**config.mk**
```make
export PLATFORM = sky130hd
export DESIGN_NAME = mux8_rr_arbiter
export DESIGN_NICKNAME = d
export VERILOG_FILES = /design/src/rtl/mux8_rr_arbiter.sv
export SDC_FILE = /design/constraint.sdc
export NUM_CORES = 1
export LEC_CHECK = 0
export CORE_MARGIN = 2
export CORE_UTILIZATION = 50
export DETAILED_ROUTE_END_ITERATION = 6
export PLACE_DENSITY = 0.81
export SLEW_MARGIN = 20
export SYNTH_ARGS = -nofsm -noshare
export SYNTH_HDL_FRONTEND = slang
export SYNTH_SLANG_ARGS = --single-unit
```
**constraint.sdc**
```tcl
create_clock -name clk -period 4.01 [get_ports clk]
set_input_delay 0.6015 -clock clk [delete_from_list [all_inputs] [get_ports clk]]
set_output_delay 0.6015 -clock clk [all_outputs]
set_load 0.01 [all_outputs]
```
**src/rtl/mux8_rr_arbiter.sv**
```systemverilog
// Round-robin arbiter that owns the 8:1 x 3-bit mux selects and registers the chosen word.
// Optional MUX8_ARB_LOCK_EN adds a lock input that lifts the burst limit while held.
module mux8_rr_arbiter #(
    parameter int MAX_BURST = 4,
    parameter int CNT_W     = 3
) (
    input  logic       clk,
    input  logic       rst,
    input  logic [7:0] req,
    input  logic [2:0] i0,
    input  logic [2:0] i1,
    input  logic [2:0] i2,
    input  logic [2:0] i3,
    input  logic [2:0] i4,
    input  logic [2:0] i5,
    input  logic [2:0] i6,
    input  logic [2:0] i7,
`ifdef MUX8_ARB_LOCK_EN
    input  logic       lock,
`endif
    output logic [7:0] gnt,
    output logic       s1,
    output logic       s2,
    output logic       s3,
    output logic [2:0] f,
    output logic       f_valid,
    output logic       busy
);

    localparam logic [CNT_W-1:0] MAXC = CNT_W'(MAX_BURST);

    typedef enum logic {IDLE = 1'b0, GRANT = 1'b1} state_t;

    state_t            state, state_nxt;
    logic [2:0]        sel_q;
    logic [2:0]        ptr;
    logic [CNT_W-1:0]  cnt;
    logic [2:0]        din [8];
    logic [2:0]        cur_word;
    logic              cur_req;
    logic              under_lim;
    logic              lock_act;
    logic              xfer;
    logic              rel;
    logic              arb_hit;
    logic [2:0]        arb_idx;
    logic [2:0]        scan_idx;

`ifdef MUX8_ARB_LOCK_EN
    assign lock_act = lock;
`else
    assign lock_act = 1'b0;
`endif

    assign din[0] = i0;
    assign din[1] = i1;
    assign din[2] = i2;
    assign din[3] = i3;
    assign din[4] = i4;
    assign din[5] = i5;
    assign din[6] = i6;
    assign din[7] = i7;

    assign cur_word  = din[sel_q];
    assign cur_req   = req[sel_q];
    assign under_lim = (cnt < MAXC);

    // Scan starts at ptr so the last released requester is considered last.
    always_comb begin
        arb_hit  = 1'b0;
        arb_idx  = 3'd0;
        scan_idx = 3'd0;
        for (int o = 0; o < 8; o++) begin
            scan_idx = ptr + 3'(o);
            if (!arb_hit && req[scan_idx]) begin
                arb_hit = 1'b1;
                arb_idx = scan_idx;
            end
        end
    end

    // State register
    always_ff @(posedge clk) begin
        if (rst) state <= IDLE;
        else     state <= state_nxt;
    end

    // Next-state logic; xfer and rel are mutually exclusive by construction.
    always_comb begin
        xfer      = (state == GRANT) && cur_req && (under_lim || lock_act);
        rel       = (state == GRANT) && (!cur_req || (!under_lim && !lock_act));
        state_nxt = state;
        case (state)
            IDLE:    if (arb_hit) state_nxt = GRANT;
            GRANT:   if (rel)     state_nxt = IDLE;
            default: state_nxt = IDLE;
        endcase
    end

    always_ff @(posedge clk) begin
        if (rst) begin
            gnt     <= 8'd0;
            sel_q   <= 3'd0;
            f       <= 3'd0;
            f_valid <= 1'b0;
            ptr     <= 3'd0;
            cnt     <= '0;
        end else begin
            f_valid <= xfer;
            if (xfer) begin
                f   <= cur_word;
                cnt <= under_lim ? cnt + 1'b1 : cnt;
            end
            if (state == IDLE && arb_hit) begin
                gnt   <= 8'd1 << arb_idx;
                sel_q <= arb_idx;
                cnt   <= '0;
            end
            if (rel) begin
                gnt <= 8'd0;
                ptr <= sel_q + 3'd1;
            end
        end
    end

    // Output decode; selects stay at the last granted index while idle.
    always_comb begin
        busy = (state == GRANT);
        s3   = sel_q[2];
        s1   = sel_q[1];
        s2   = sel_q[0];
    end

endmodule

```
Yosys cells after proc, flatten, opt, wreduce, memory -nomap -nowiden
Cells that the tools add are included.
{ "op_classes": {"shift": 1, "order_cmp": 11, "add_sub_neg": 9, "bitwise": 2, "n_reduce_logical": 24, "muxes": 40} }
{ "op_table": {"columns": ["cell", "n"], "rows": [
  ["3-bit by 4-bit less-than comparator with 1-bit output (second input constant)", 9],
  ["3-bit 2-to-1 mux", 10],
  ["1-bit binary-select mux with 3-bit select", 9],
  ["1-bit 2-to-1 mux", 19],
  ["3-bit adder (second input constant)", 4],
  ["1-bit logical AND", 11],
  ["3-bit by 1-bit adder with 3-bit output (second input constant)", 3],
  ["3-bit binary-select mux with 3-bit select", 1],
  ["1-bit logical NOT", 9],
  ["1-bit by 3-bit left shift with 8-bit output (first input constant)", 1],
  ["3-bit by 2-bit adder with 3-bit output (second input constant)", 2],
  ["4-bit greater-or-equal comparator (second input constant)", 1],
  ["3-bit NOT with 4-bit output", 1],
  ["2-bit OR reduction", 2],
  ["3-bit less-than comparator (second input constant)", 1],
  ["1-bit case mux with 2 select lines", 1],
  ["2-bit AND reduction", 1],
  ["1-bit logical OR", 1],
  ["1-bit NOT", 1]
]} }
{ "totals": {"inputBits": 34, "regBits": 22} }

Depth between registers and ports, before layout
{ "depth": {"ltp_word": 26, "mapped_depth": 13} }

Worst setup path before layout
OpenSTA, ideal clock, no wires.
{ "synth_timing": {"path_type": "flip-flop to flip-flop", "startpoint": "register ptr[1]", "endpoint": "register gnt[7]", "synth_period_minus_slack_ns": 3.038, "required_ns": 3.893, "path_stages_with_launch": 14, "n_path_buf": 3, "path_slack_ns": 0.972, "arrival_time_ns": 2.921, "cell_sequence": "dfxtp_1 buf_2 inv_1 ha_1 buf_4 buf_6 mux2i_1 mux4_2 a22o_1 nand4_1 a21oi_1 or2_2 and2b_1 a32o_2"} }
{ "synth_via": {"elab_chain_len": 25} }
{ "synth_lines": {"columns": ["item", "line", "text"], "rows": [
  ["start: declaration", "36", "logic [2:0] ptr;"],
  ["start signal: assignment", "121", "ptr <= sel_q + 3'd1;"],
  ["parallel branches: the longest is 25 deep, another holds 3-bit by 1-bit adder with 3-bit output", null, null],
  ["end signal: assignment", "115", "gnt <= 8'd1 << arb_idx;"],
  ["end: declaration", "21", "output logic [7:0] gnt,"]
]} }
Parallel ways; which one is timed is not known. The select of a mux whose other input is x is not followed.
A chain may end at the register's enable or synchronous reset.

Final worst setup path
{ "layout_timing": {"startpoint": "register ptr[0]", "endpoint": "register gnt[4]"} }
The elaborated chain is that of the path after synthesis.

==> impl_results.md <==
- H-tree levels: 1
- Die width: 67.14 um
- TNS Setup: 0 ns
- Placed insts: 278
- Mapped cell area: 0.001993 mm^2
- Tcrit/Tclk final: 80.34%
- Crit path required time: roughly 4.2 ns
- Core ar.: ~0.0037 mm^2
- Post-CTS sizing: 0
- FF-to-FF End: gnt[4]
- Root Buffer: clkbuf_8
- Maximum vdd drop: 0.2466 mV
- IO Count: 50
- Max-slew violations: 0
- Status: completed
- Top cell type by total area after synthesis: dfxtp_1
- Top cell by count, worst path: a32o_1
- Met3 routed WL: 315 um
- WL/cell: 16.03 um
- Drt via density: between 6 and 7
- Metal2 WL: 2177 um
- Clock tree from TritonCTS: built
- Clock Path Buffers: 2
- Total of max-cap violations: 0
- RSZ-0062 raised after global routing: false
- Main flop type after synthesis: dfxtp_1
- Multi-input logic area: 0.001446 mm^2
- Worst setup path class: flip-flop to flip-flop
- Fraction of layout cells with a size suffix above 1: about a fifth
- Starting density of the core: 53.24%
- DRC Markers: 0
- Antenna violations before repair: 0
- Pleak: 0.9430 nW
- Final setup margin: 0.7884 ns
- Worst min path class: flip-flop to flip-flop
- Rows: 22
- Synth area leaders: dfxtp_1 (22%), mux4_2 (19%), mux2i_1 (9.5%)
- Reg area: 440.4 um^2
- Syn nets: 226
- Startpoint Class: flip-flop
- R2R setup slack: just under 0.8 ns
- Max incr delay on CP: 0.60 ns
- Routability cong.: 0.9108
- Syn Area/Cell: 10.60 um^2
- Warnings from Yosys: 0
- First-pass GRT wire length: approximately 7600 um
- Area Growth Syn to Fin: 28.25%
- R2R depth: 11
- Fillers: 314
- Register bit total from synthesis: 22
- Most frequent cells after synthesis: dfxtp_1 (22), mux2i_1 (19), nor2_1 (19), mux4_2 (17), nand2_1 (8)
- # hold bufs at CTS: 0
- Min cycle time layout: 3.222 ns
- Worst Max-Slew Pin Slew: between 0.6 and 0.7 ns
- Vias: around 1,700
- Hold worst-path end: gnt[5]
- WP data arrival: 3.37 ns
- Buffer count from post-CTS setup fixing: 0
- Antenna diode count: 0
- Post-route ant nets: 0
- Power density over cell area: 532.2 mW/mm^2
- CP Max Fanout: 11
- Final Skew: 0.002541 ns
- Asr flop ratio synth: 0%
- Die ar.: approximately 0.0045 mm^2
- Post-synthesis cell count: around 190
- Largest net degree at the start of global routing: 18
- WL met1: 2016 um
- Post-synthesis sequential area ratio: 22.10%
- Clock Sinks: 22
- Nets: 273
- Total GRT Usage: 22.00%
- Setup-failing EPs final: 0
- CTS Buf Count: 3
- Total Power: 1.360 mW
- Number of global-route vias before repair: 1,612
- Post-route non-filler standard cell count: about 280
- Synth top area share: 22.10%
- Rel. slew slack: 55.51%
- Netlist cell types: 54
- Port bufs: 49
- Place WS: 0.6723 ns
- DRT Pass-1 Iters: 4
- Reg2reg start: ptr[0]
- Hold Path Origin: gnt[5]
- Uppermost layer routed: met4
- Clk_lat worst skew: 0.26 ns
- Number of synthesized flops with an enable pin: 0
- Hold path depth: 1
- CP Cell Sequence: inv_1 > ha_1 > buf_4 > mux2i_1 > mux4_2 > a22o_1 > and3_4 > a32o_1 > a21oi_4 > inv_2 > a32o_1
- Final Hold Viols: 0
- Fmax: roughly 0.31 GHz
- Overflow left after global routing: 0
- CP Capture Type: flip-flop
- Top-count cell post-synth: dfxtp_1
- 1st-iter DRT viols: 119
- Critical path startpoint: ptr[0]
- HPWL after DPL: 3610 um
- Post-Route WL: 4520 um
- Clock slew at reported path FFs: ~0.080 ns
- Slowest stage cell, crit path: ha_1
- Die height: 67.14 um
- Min Hold Slack: 0.4732 ns
logic make-up (layout without fill, tap and decap cells):
logic type	after synthesis	count (layout)	share of synthesized area, %
and+or+nand+nor	52	52	14.25
muxes	43	43	34.40
AOI/OAI and AO/OA	42	42	19.21
DFF	22	22	22.10
buffers and inverters	20	66	5.336
xor gates and xnor gates	5	5	2.197
adders and majority gates	4	4	2.511
layout by cell type (no fill, tap or decap), types with 2 or more instances in the layout:
master	n
inv_2	2
a32o_1	7
buf_4	4
mux2i_1	19
ha_1	4
mux4_2	17
nand2_1	8
or2_2	2
clkbuf_8	4
o21ai_1	2
dfxtp_1	22
inv_1	7
nand2b_1	5
a211oi_1	5
a32o_2	2
a21o_1	2
mux4_1	2
o21ai_0	4
xnor2_1	4
mux2_1	3
a21oi_1	6
a22o_1	3
nor4_1	2
nor3_2	2
clkdlybuf4s50_1	49
nor3_1	2
nor2_1	19
critical path, delay by kind of cell (launching register included):
family	cells	cell delay, ns
compound gates	4	0.97
fa+ha+maj	1	0.60
mux	2	0.57
buf+inv	3	0.43
flops	1	0.33
simple gates	1	0.20
per-stage QoR:
step	util [%]	area, um^2
after floorplan	-	1993
after global placement	66.81	2501
after detailed placement	66.81	2501
after CTS	68.28	2556
after global routing	68.28	2556
final	68.28	2556
area by class of cell:
cell class / instances / share of cell area, %
clock buffers: 4 / 2.154
inverters: 9 / 1.322
multi-input cells: 146 / 56.58
flip-flops and latches: 22 / 17.23
well taps: 48 / 2.349
repair buffers: 53 / 20.36
worst max-delay path by stage:
stage / to / slack [ns]
2_1_floorplan: gnt[7] / 0.97
3_3_place_gp: gnt[6] / 0.71
3_5_place_dp: gnt[2] / 0.67
4_1_cts: gnt[4] / 0.77
5_1_grt: gnt[4] / 0.61
6_report: gnt[4] / 0.79
power by group:
group	switching [mW]	total (mW)	internal [mW]
logic	0.424	0.875	0.451
clock network	0.0683	0.156	0.0874
registers	0.0661	0.330	0.264
total	0.558	1.36	0.802
flip-flops by register name, summed over array words and instances, names as in the netlist:
register / flops
f_valid: 1
ptr: 3
sel_q: 3
busy: 1
f: 3
gnt: 8
cnt: 3
metal layers:
metal / up-vias / global-route usage (%)
met1: 827 / 31.02
met5: - / 0
met2: 78 / 36.01
li1: 826 / -
met4: 0 / 3.061
met3: 2 / 4.333
Note: power is estimated with default switching activity, not from simulation.
